==> config.mk <==
export PLATFORM = sky130hd
export DESIGN_NAME = b_resp_router
export DESIGN_NICKNAME = d
export VERILOG_FILES = /design/src/rtl/b_resp_router.sv
export SDC_FILE = /design/constraint.sdc
export NUM_CORES = 1
export LEC_CHECK = 0
export ABC_AREA = 1
export BUFFER_PORTS_ARGS = -buffer_cell sky130_fd_sc_hd__buf_2
export CELL_PAD_IN_SITES_DETAIL_PLACEMENT = 1
export CELL_PAD_IN_SITES_GLOBAL_PLACEMENT = 1
export CORE_ASPECT_RATIO = 0.6
export CORE_UTILIZATION = 33
export DETAILED_ROUTE_END_ITERATION = 16
export MAX_ROUTING_LAYER = met4
export PLACE_DENSITY_LB_ADDON = 0.1
export SLEW_MARGIN = 10
export SYNTH_ARGS = -nofsm -noshare
export SYNTH_HDL_FRONTEND = slang
export SYNTH_SLANG_ARGS = --single-unit
==> constraint.sdc <==
create_clock -name clk -period 3.16 [get_ports clk]
set_clock_uncertainty 0.15 [all_clocks]
set_input_delay 0.632 -clock clk [delete_from_list [all_inputs] [get_ports clk]]
set_output_delay 0.632 -clock clk [all_outputs]
set_load 0.005 [all_outputs]
==> src/rtl/b_resp_router.sv <==
`default_nettype none
// ============================================================================
// Module      : b_resp_router
// Description : Routes AXI write responses (B channel) from one of five slave
//               ports to a single master port through a 2-entry FIFO. The
//               slave to serve is chosen by an external ordering controller
//               (B_slv_sel / hold). BREADY is combinational. The master side
//               is driven from registers.
// Options     : define B_RESP_ERR_CNT_EN to enable the saturating error
//               response counter on err_cnt. Without it, err_cnt is tied to 0.
// Revision    : 1.0 - initial release
// ============================================================================
module b_resp_router #(
  parameter int sID_width = 6
) (
  input  logic                 clk,
  input  logic                 reset_n,

  input  logic [sID_width-1:0] s0_BID,
  input  logic [1:0]           s0_BRESP,
  input  logic                 s0_BVALID,
  output logic                 s0_BREADY,

  input  logic [sID_width-1:0] s1_BID,
  input  logic [1:0]           s1_BRESP,
  input  logic                 s1_BVALID,
  output logic                 s1_BREADY,

  input  logic [sID_width-1:0] s2_BID,
  input  logic [1:0]           s2_BRESP,
  input  logic                 s2_BVALID,
  output logic                 s2_BREADY,

  input  logic [sID_width-1:0] s3_BID,
  input  logic [1:0]           s3_BRESP,
  input  logic                 s3_BVALID,
  output logic                 s3_BREADY,

  input  logic [sID_width-1:0] s4_BID,
  input  logic [1:0]           s4_BRESP,
  input  logic                 s4_BVALID,
  output logic                 s4_BREADY,

  input  logic [2:0]           B_slv_sel,
  input  logic                 hold,

  output logic [sID_width-1:0] m_BID,
  output logic [1:0]           m_BRESP,
  output logic                 m_BVALID,
  input  logic                 m_BREADY,

  output logic [7:0]           err_cnt
);

  // Buffer depth is an architectural constant and cannot be overridden.
  localparam int depth   = 2;
  localparam int entry_w = sID_width + 2;

  // Selected-slave view of the B channel
  logic [sID_width-1:0] sel_bid;
  logic [1:0]           sel_bresp;
  logic                 sel_valid;

  // FIFO state
  logic [entry_w-1:0]   mem [depth];
  logic                 wr_ptr;
  logic                 rd_ptr;
  logic [1:0]           count;

  // Next-state terms
  logic                 full;
  logic                 accept;
  logic                 pop;
  logic                 rd_ptr_nxt;
  logic                 wr_ptr_nxt;
  logic [1:0]           count_nxt;
  logic [entry_w-1:0]   new_entry;
  logic [entry_w-1:0]   head_nxt;

  // Select the slave port named by the ordering controller; 5..7 select nothing.
  always_comb begin
    sel_bid   = '0;
    sel_bresp = 2'b00;
    sel_valid = 1'b0;
    case (B_slv_sel)
      3'd0: begin
        sel_bid   = s0_BID;
        sel_bresp = s0_BRESP;
        sel_valid = s0_BVALID;
      end
      3'd1: begin
        sel_bid   = s1_BID;
        sel_bresp = s1_BRESP;
        sel_valid = s1_BVALID;
      end
      3'd2: begin
        sel_bid   = s2_BID;
        sel_bresp = s2_BRESP;
        sel_valid = s2_BVALID;
      end
      3'd3: begin
        sel_bid   = s3_BID;
        sel_bresp = s3_BRESP;
        sel_valid = s3_BVALID;
      end
      3'd4: begin
        sel_bid   = s4_BID;
        sel_bresp = s4_BRESP;
        sel_valid = s4_BVALID;
      end
      default: begin
        sel_bid   = '0;
        sel_bresp = 2'b00;
        sel_valid = 1'b0;
      end
    endcase
  end

  // Full is taken from the registered count, so a same-cycle pop never frees
  // a slot for a same-cycle accept. reset_n gates acceptance so no BREADY is
  // seen while the block is held in reset.
  assign full      = (count == 2'd2);
  assign accept    = reset_n & ~hold & sel_valid & ~full;
  assign pop       = m_BVALID & m_BREADY;
  assign new_entry = {sel_bid, sel_bresp};

  // Combinational BREADY: only the selected port sees the accept.
  always_comb begin
    s0_BREADY = 1'b0;
    s1_BREADY = 1'b0;
    s2_BREADY = 1'b0;
    s3_BREADY = 1'b0;
    s4_BREADY = 1'b0;
    case (B_slv_sel)
      3'd0:    s0_BREADY = accept;
      3'd1:    s1_BREADY = accept;
      3'd2:    s2_BREADY = accept;
      3'd3:    s3_BREADY = accept;
      3'd4:    s4_BREADY = accept;
      default: ;
    endcase
  end

  // Pointer/count update and look-ahead of the next head entry, so that the
  // master outputs can be loaded straight into registers.
  always_comb begin
    rd_ptr_nxt = rd_ptr ^ pop;
    wr_ptr_nxt = wr_ptr ^ accept;
    count_nxt  = count;
    case ({accept, pop})
      2'b10:   count_nxt = count + 2'd1;
      2'b01:   count_nxt = count - 2'd1;
      default: count_nxt = count;
    endcase
    // A beat written into the slot that becomes the head is the new head;
    // otherwise the head comes from storage. A write while holding never
    // lands on the head slot, which keeps the outputs stable under stall.
    if (accept && (wr_ptr == rd_ptr_nxt)) begin
      head_nxt = new_entry;
    end else begin
      head_nxt = mem[rd_ptr_nxt];
    end
  end

  // FIFO storage, pointers and registered master-side outputs.
  always_ff @(posedge clk or negedge reset_n) begin
    if (!reset_n) begin
      for (int i = 0; i < depth; i++) begin
        mem[i] <= '0;
      end
      wr_ptr   <= 1'b0;
      rd_ptr   <= 1'b0;
      count    <= 2'd0;
      m_BVALID <= 1'b0;
      m_BID    <= '0;
      m_BRESP  <= 2'b00;
    end else begin
      for (int i = 0; i < depth; i++) begin
        if (accept && (int'(wr_ptr) == i)) begin
          mem[i] <= new_entry;
        end
      end
      wr_ptr   <= wr_ptr_nxt;
      rd_ptr   <= rd_ptr_nxt;
      count    <= count_nxt;
      m_BVALID <= (count_nxt != 2'd0);
      m_BID    <= head_nxt[entry_w-1:2];
      m_BRESP  <= head_nxt[1:0];
    end
  end

`ifdef B_RESP_ERR_CNT_EN
  logic [7:0] err_q;

  // Count SLVERR/DECERR responses as they leave towards the master; saturates.
  always_ff @(posedge clk or negedge reset_n) begin
    if (!reset_n) begin
      err_q <= 8'd0;
    end else if (pop && m_BRESP[1] && (err_q != 8'hFF)) begin
      err_q <= err_q + 8'd1;
    end
  end

  assign err_cnt = err_q;
`else
  assign err_cnt = 8'd0;
`endif

endmodule
`default_nettype wire

; ---- Word level (Yosys, flattened, before mapping)
; Cells that the tools add are included.
[totals]
register_bits = 29
latchBits = 0
ram_bits = 0
mem_bits_ro = 0
in_bits = 52
out_inout_bits = 22
elab_cells = 47
n_memories = 0
[classes]
n_addsub = 2
mul = 0
div = 0
order_cmp = 1
n_eq_ne = 8
shift = 0
mux = 13
n_bitwise = 10
n_reduce_logical = 5
[op_table]
columns = cell, count
row1 = $mux W8, 4
row2 = $pmux W6 S5, 1
row3 = $pmux W2 S5, 1
row4 = $eq A3 B2 Y1 const B, 2
row5 = $mux W1, 5
row6 = $pmux W1 S5, 1
row7 = $and A1 B1 Y1, 4
row8 = $eq A2 B2 Y1 const B, 2
row9 = $pmux W2 S2, 1
row10 = $eq A3 B1 Y1 const B, 1
row11 = $eq A3 B3 Y1 const B, 1
row12 = $logic_and A1 B1 Y1, 3
row13 = $logic_not A3 Y1, 1
row14 = $not A1 Y1, 3
row15 = $add A2 B1 Y2 const B, 1
row16 = $eq A2 B1 Y1 const B, 1
row17 = $ge A2 B2 Y1 const B, 1
row18 = $not A1 Y2, 1
row19 = $reduce_bool A2 Y1, 1
row20 = $sub A2 B1 Y2 const B, 1
row21 = $xor A1 B1 Y1, 2
row22 = $eq A1 B1 Y1, 1

; ---- Depth between registers and ports, before layout
; Gate-level depths: netlist of run 1.
[depth]
ltp_word = 7
mapped_depth = 14

; ---- Worst setup path after synthesis of run 1
; OpenSTA, ideal clock, no wires.
[synth_path]
kind = input to register
startpoint = input B_slv_sel[0]
endpoint = register m_BVALID
setup_time_ps = 127
arrival_ps = 2418
setup_slack_ps = 465
path_stages = 11
path_cell_list = buf_6 nor2_4 buf_6 nor2_1 nor3_4 nand2_2 ha_1 a21oi_1 o21ai_0 xor2_1 or2_2
[synth_via]
elab_chain_cells = 7
[synth_lines]
columns = item, line_no
row1 = "start, declared", 44  ; input logic [2:0] B_slv_sel,
row2 = $eq A3 B3 Y1 (tied with other cells), 85  ; case (B_slv_sel)
row3 = $pmux W1 S5 (*), 85
row4 = $and A1 B1 Y1 (*) (2 in a row), 123  ; assign accept = reset_n & ~hold & sel_valid & ~full;
row5 = $eq A2 B1 Y1 or $eq A2 B2 Y1 (tied branches), 150  ; case ({accept, pop})
row6 = $pmux W2 S2 (*), 150
row7 = via count_nxt[1], 76  ; logic [1:0] count_nxt;
row8 = $reduce_bool A2 Y1 (*), 186  ; m_BVALID <= (count_nxt != 2'd0);
row9 = "end signal, assigned", 186
row10 = "end, declared", 49  ; output logic m_BVALID,
; The timed path passes the listed nets; every way through them passes the cells marked *.
; A chain may end at the register's enable or synchronous reset.

; ---- Worst setup path in the final report of run 1
[layout_path]
startpoint = input B_slv_sel[0]
endpoint = output s1_BREADY
[layout_via]
elab_chain_cells = 5
[layout_lines]
columns = item, line_no
row1 = $eq A3 B3 Y1 (tied with other cells), 85
row2 = $pmux W1 S5, 85
row3 = $and A1 B1 Y1 (2 in a row), 123
row4 = $mux W1 (*), 134  ; case (B_slv_sel)
row5 = "end, declared", 27  ; output logic s1_BREADY,
; Every way passes the cells marked *; elsewhere a longest branch is shown, timed or not.

==> results of run 1 <==
-- worst paths after layout --
path	start	endpoint	slack, ps	depth (start not counted)
worst max register to register	count[1]$_DFF_PN0_	m_BVALID$_DFF_PN0_	1030	9
max in group asynchronous	reset_n	mem[4]$_DFFE_PN0P_	2350	2
worst max-delay path	B_slv_sel[0]	s1_BREADY	550	9
worst min register to register	mem[13]$_DFFE_PN0P_	mem[13]$_DFFE_PN0P_	390	2
min in group clk	mem[13]$_DFFE_PN0P_	mem[13]$_DFFE_PN0P_	390	2
worst min-delay path	reset_n	count[1]$_DFF_PN0_	230	2
-- final cells by class --
| cell class | instances | area, um2 |
|---|---|---|
| Inverter | 29 | 108.9 |
| Clock inverter | 2 | 10.01 |
| Tap cell | 66 | 82.58 |
| Sequential cell | 29 | 725.7 |
| Clock buffer | 6 | 72.57 |
| Fill cell | 710 | 2947 |
| Timing Repair Buffer | 72 | 377.9 |
| Multi-Input combinational cell | 192 | 930.9 |
-- power by group through the flow --
stage               Combinational (uW)  Clock, uW  Sequential (uW)
finish                             599        288              633
global route                       702        316              657
CTS                                608        300              637
detailed placement                 603          0              644
global placement                   594          0              634
floorplan                          403          0              634
-- per-layer routing --
| metal | vias to the layer above | GRT usage (%) | wire length (um) |
|---|---|---|---|
| met4 | 0 | 3.782 | 29 |
| met5 | - | - | 0 |
| met1 | 932 | 27.95 | 2750 |
| met3 | 5 | 3.977 | 249 |
| li1 | 979 | - | - |
| met2 | 46 | 29.97 | 2116 |
-- Yosys cell counts (all sizes together) --
cell and n:
clkbuf 5, or2 1, buf 16, nand2 72
conb 1, a31oi 7, dfrtp 29, nor2 30
xor2 1, xnor2 1, nand4 25, ha 3
a21oi 3, nand3 23, nor3 1, inv 29
o21ai 17
-- sequential cells by signal (all words and copies together), names as in the netlist --
signal and flops:
count 2, m_BID 6, m_BRESP 2, m_BVALID 1, mem 16, rd_ptr 1
wr_ptr 1
-- per-stage QoR --
step	cell area, um2	power (uW)	hold WS [ps]	std cells	worst slack (ps)
global route	2308	1676	259.0	396	441.7
finish	2308	1521	225.5	396	548.1
floorplan	1896	1037	186.4	271	464.7
global placement	2226	1228	366.9	388	406.2
CTS	2308	1545	235.7	396	559.3
detailed placement	2226	1247	378.7	388	319.9
-- logic make-up after synthesis --
| kind of cell | Yosys count | share of synthesized area [%] |
|---|---|---|
| AOI/OAI and AO/OA | 27 | 7.697 |
| other | 1 | 0.2006 |
| buffers and inverters | 50 | 12.78 |
| and+or+nand+nor | 152 | 37.55 |
| adders and majority gates | 3 | 2.008 |
| xor gates and xnor gates | 2 | 0.9373 |
| DFF | 29 | 38.82 |
-- worst max-delay path: stages --
cell	delay, ps
buf_2	300
inv_1	150
nand3_1	160
nor2_1	60
nor2_1	120
nand2_2	70
nand2_2	130
nor2_1	60
buf_2	130
==> metrics.txt, run 1 <==
initial antenna violation count=0; Net Sw Frac=37.17%; Post-CTS Setup Bufs=0; largest net degree at the start of global routing=30; vias per inst=4.955; fin nets=384; grt total ovfl=0; Max clock buf depth=2; Synth top area share=38.82%; Seq cells post-synth=29; cts repair resizes=0; Num CTS Buffers=5; H-tree levels=2; routability-driven placement congestion ratio=0.8062; status=complete, no violations; # DRC=0; GRT Total Usage=19.89%; core area=0.005255 mm2; Leak=0.001285 uW; DIE AREA=0.005980 mm2; Mean Syn Cell Area=7.081 um2; Max VDD drop=0.0002352 V; Clk pin slew, worst setup/hold paths=70 ps; PortBufs=65; post-synth top area cell=dfrtp_1; most frequent cells in the layout=nand2_1 (70), buf_2 (65), inv_1 (29), nor2_1 (29), dfrtp_1 (29); Horiz. Die Dim=99.17 um; P per Cell Area=658.9 mW/mm2; count of final hold-check violations=0; Max Slew Vio Count=0; final setup fails=0; hpwl dp=4168 um; Vias=1962; P_sw=565.4 uW; clock power share=19.0%; Flop pwr share=41.6%; Layout Area Growth over Synthesis=23.49%; number of global-route vias before repair=1905; clk_lat worst skew=270 ps; Synth area leaders=dfrtp_1 (39%), nand2_1 (14%), nand4_1 (8.4%), nand3_1 (5.9%), inv_1 (5.8%); DRT Pass-1 Iters=4; Clock Tree Root=clkbuf_8; Worst Hold Class=in -> async; crit start category=input port; Yosys warnings=0; Antenna Nets Post-Route=0; # Max-Cap Violations=0; post-synthesis cell area=0.001869 mm2; Ant. Diodes=0; CP Class=in -> out; die height=60.30 um; Rows=20; first-pass GRT wire length=8818 um; Synth Instances=264; Worst EP required=2380 ps; Finished Core Util=43.93%; drt wl/cell=12.99 um; # clock sinks=29; CTS tree=built; Worst Tran Pin Value=601.7 ps; Tcrit/Tclk final=82.65%; Rel. slew slack=59.89%; DRT iter0 DRCs=65; CTS hold repair buffers=0; register area share after synthesis=38.82%; Initial Util=35.57%; setup TNS=0 ps; total wire length=5146 um; Final min period=2612 ps; commonest non-fill, non-tap cell in the layout=nand2_1; Pint=955.6 uW; critical path peak fanout=18; share of cells above drive strength 1=25.76%; FMAX=0.3829 GHz; Worst Setup End Kind=output port; RSZ-0062 raised after global routing=no; Comb power frac=39.4%; IO Pins=74; post-synth cell types=23; CP arrival=1830 ps
No activity file was read; power rests on OpenSTA's default activity.
==> inputs of run 2 (changes only) <==
Clock period 3.16 ns to 2.45 ns, I/O delays scaled along.
==> run 2 against run 1 <==
  * Flip-flop and latch count unchanged
  * Non-clock buffer count increased by 7
  * Global-route usage rose by 1.7 points
  * Register-to-register slack worse by 570 ps
  * Worst hold slack lost 150 ps
  * Largest cell class unchanged
  * Largest power group is now combinational logic
==> metrics.txt, run 2 (synthesized netlist as in run 1, its figures left out) <==
RSZ-0062 raised after global routing=no; Rel. slew slack=64.22%; critical path peak fanout=7; initial antenna violation count=0; DRT Pass-1 Iters=4; status=complete, no violations; fin nets=391; H-tree levels=2; IO Pins=74; commonest non-fill, non-tap cell in the layout=nand2_1; first-pass GRT wire length=9508 um; Num CTS Buffers=5; Tcrit/Tclk final=90.61%; PortBufs=65; Clock Tree Root=clkbuf_8; Clk pin slew, worst setup/hold paths=60 ps; Layout Area Growth over Synthesis=27.71%; Ant. Diodes=0; Max clock buf depth=2; cts repair resizes=0; Fillers=699; Final Non-Filler Cells=403; vias per inst=4.878; CTS tree=built; top flop regs=mem: 16 flops, m_BID: 6 flops; Leak=0.001320 uW; Post-CTS Setup Bufs=0; # clock sinks=29; drt wl/cell=14.00 um; R2R setup slack=460 ps; GRT Total Usage=21.61%; Max VDD drop=0.0003725 V; P per Cell Area=851.2 mW/mm2; CTS hold repair buffers=0; Vias=1966; largest net degree at the start of global routing=30; Max Slew Vio Count=0; # DRC=0; CP arrival=1580 ps; # Max-Cap Violations=0; Final min period=2220 ps; Antenna Nets Post-Route=0; Initial Util=35.57%; Worst Setup End Kind=output port; reg2reg end=m_BVALID$_DFF_PN0_; Worst Tran Pin Value=536.7 ps; r2r startpoint=count[1]$_DFF_PN0_; most frequent cells in the layout=nand2_1 (70), buf_2 (65), inv_1 (29), dfrtp_1 (29), nor2_1 (28); routability-driven placement congestion ratio=0.8383; crit start category=input port; total wire length=5644 um; DP Worst Slack=-6.969 ps; final setup fails=0; count of final hold-check violations=0; DIE AREA=0.005980 mm2; most flop-heavy register=mem; worst-case reg-to-reg path depth=9; Hold WS=72.66 ps; number of global-route vias before repair=2050; Horiz. Die Dim=99.17 um; DRT iter0 DRCs=40; share of cells above drive strength 1=28.19%; max FFs per register=16; hpwl dp=4523 um; FMAX=0.4505 GHz; clk_lat worst skew=280 ps; placed insts=395; final worst slack=230.1 ps; grt total ovfl=0; core area=0.005255 mm2; CP Class=in -> out; Rows=20; Worst Hold Class=in -> async; die height=60.30 um; Worst EP required=1810 ps
-- run 2: cell types whose count changed in the layout (fill, tap and decap cells not counted), sizes merged --
cell / before / now
buf: 72 / 79
-- run 2: per-stage QoR --
| stage | power (uW) | utilization (%) | setup TNS [ps] | instance area (um2) |
|---|---|---|---|---|
| finish | 2032 | 45.43 | 0 | 2387 |
| global route | 2231 | 45.43 | 0 | 2387 |
| CTS | 2057 | 45.43 | 0 | 2387 |
| detailed placement | 1666 | 43.86 | -6.969 | 2305 |
| global placement | 1627 | 43.86 | 0 | 2305 |
| floorplan | 1363 | - | -12.23 | 1927 |
-- run 2: layout make-up --
class	count	area [um2]	share of cell area [%]
Tap cell	66	82.58	3.459
Multi-Input combinational cell	192	957.2	40.09
Timing Repair Buffer	79	430.4	18.03
Clock buffer	6	72.57	3.040
Clock inverter	2	10.01	0.4193
Sequential cell	29	725.7	30.40
Inverter	29	108.9	4.560
-- run 2: per-layer routing --
metal  vias to the layer above  global-route usage (%)  part of all wire [%]
met3                         7                   4.211                   3.3
met1                       927                   29.13                    53
met5                         -                       -                     0
met4                         0                   3.782                  0.66
met2                        42                   34.47                    43
li1                        990                       -                     -
-- run 2: worst max-delay path, cell delays in order --
cell and delay (ps):
buf_2 160, inv_1 120, nand3_1 150, nor2_1 120, nor2_1 60, nand2_2 70, nand2_2 130, nor2_1 140
buf_2 130
-- run 2: how the worst max path moves through the flow --
stage               cells past startpoint  slack (ps)    startpoint                  to
global route                           12         130  B_slv_sel[2]  mem[5]$_DFFE_PN0P_
floorplan                              11         -10  B_slv_sel[0]  m_BVALID$_DFF_PN0_
CTS                                     9         230  B_slv_sel[0]           s2_BREADY
finish                                  9         230  B_slv_sel[0]           s2_BREADY
detailed placement                     12          -7  B_slv_sel[0]  m_BVALID$_DFF_PN0_
global placement                       12          50  B_slv_sel[0]  m_BVALID$_DFF_PN0_
-- run 2: where the power goes --
part	internal [uW]	switching, uW	total [uW]
clock	196	185	382
combinational	338	489	827
sequential	722	101	823
total	1260	776	2030
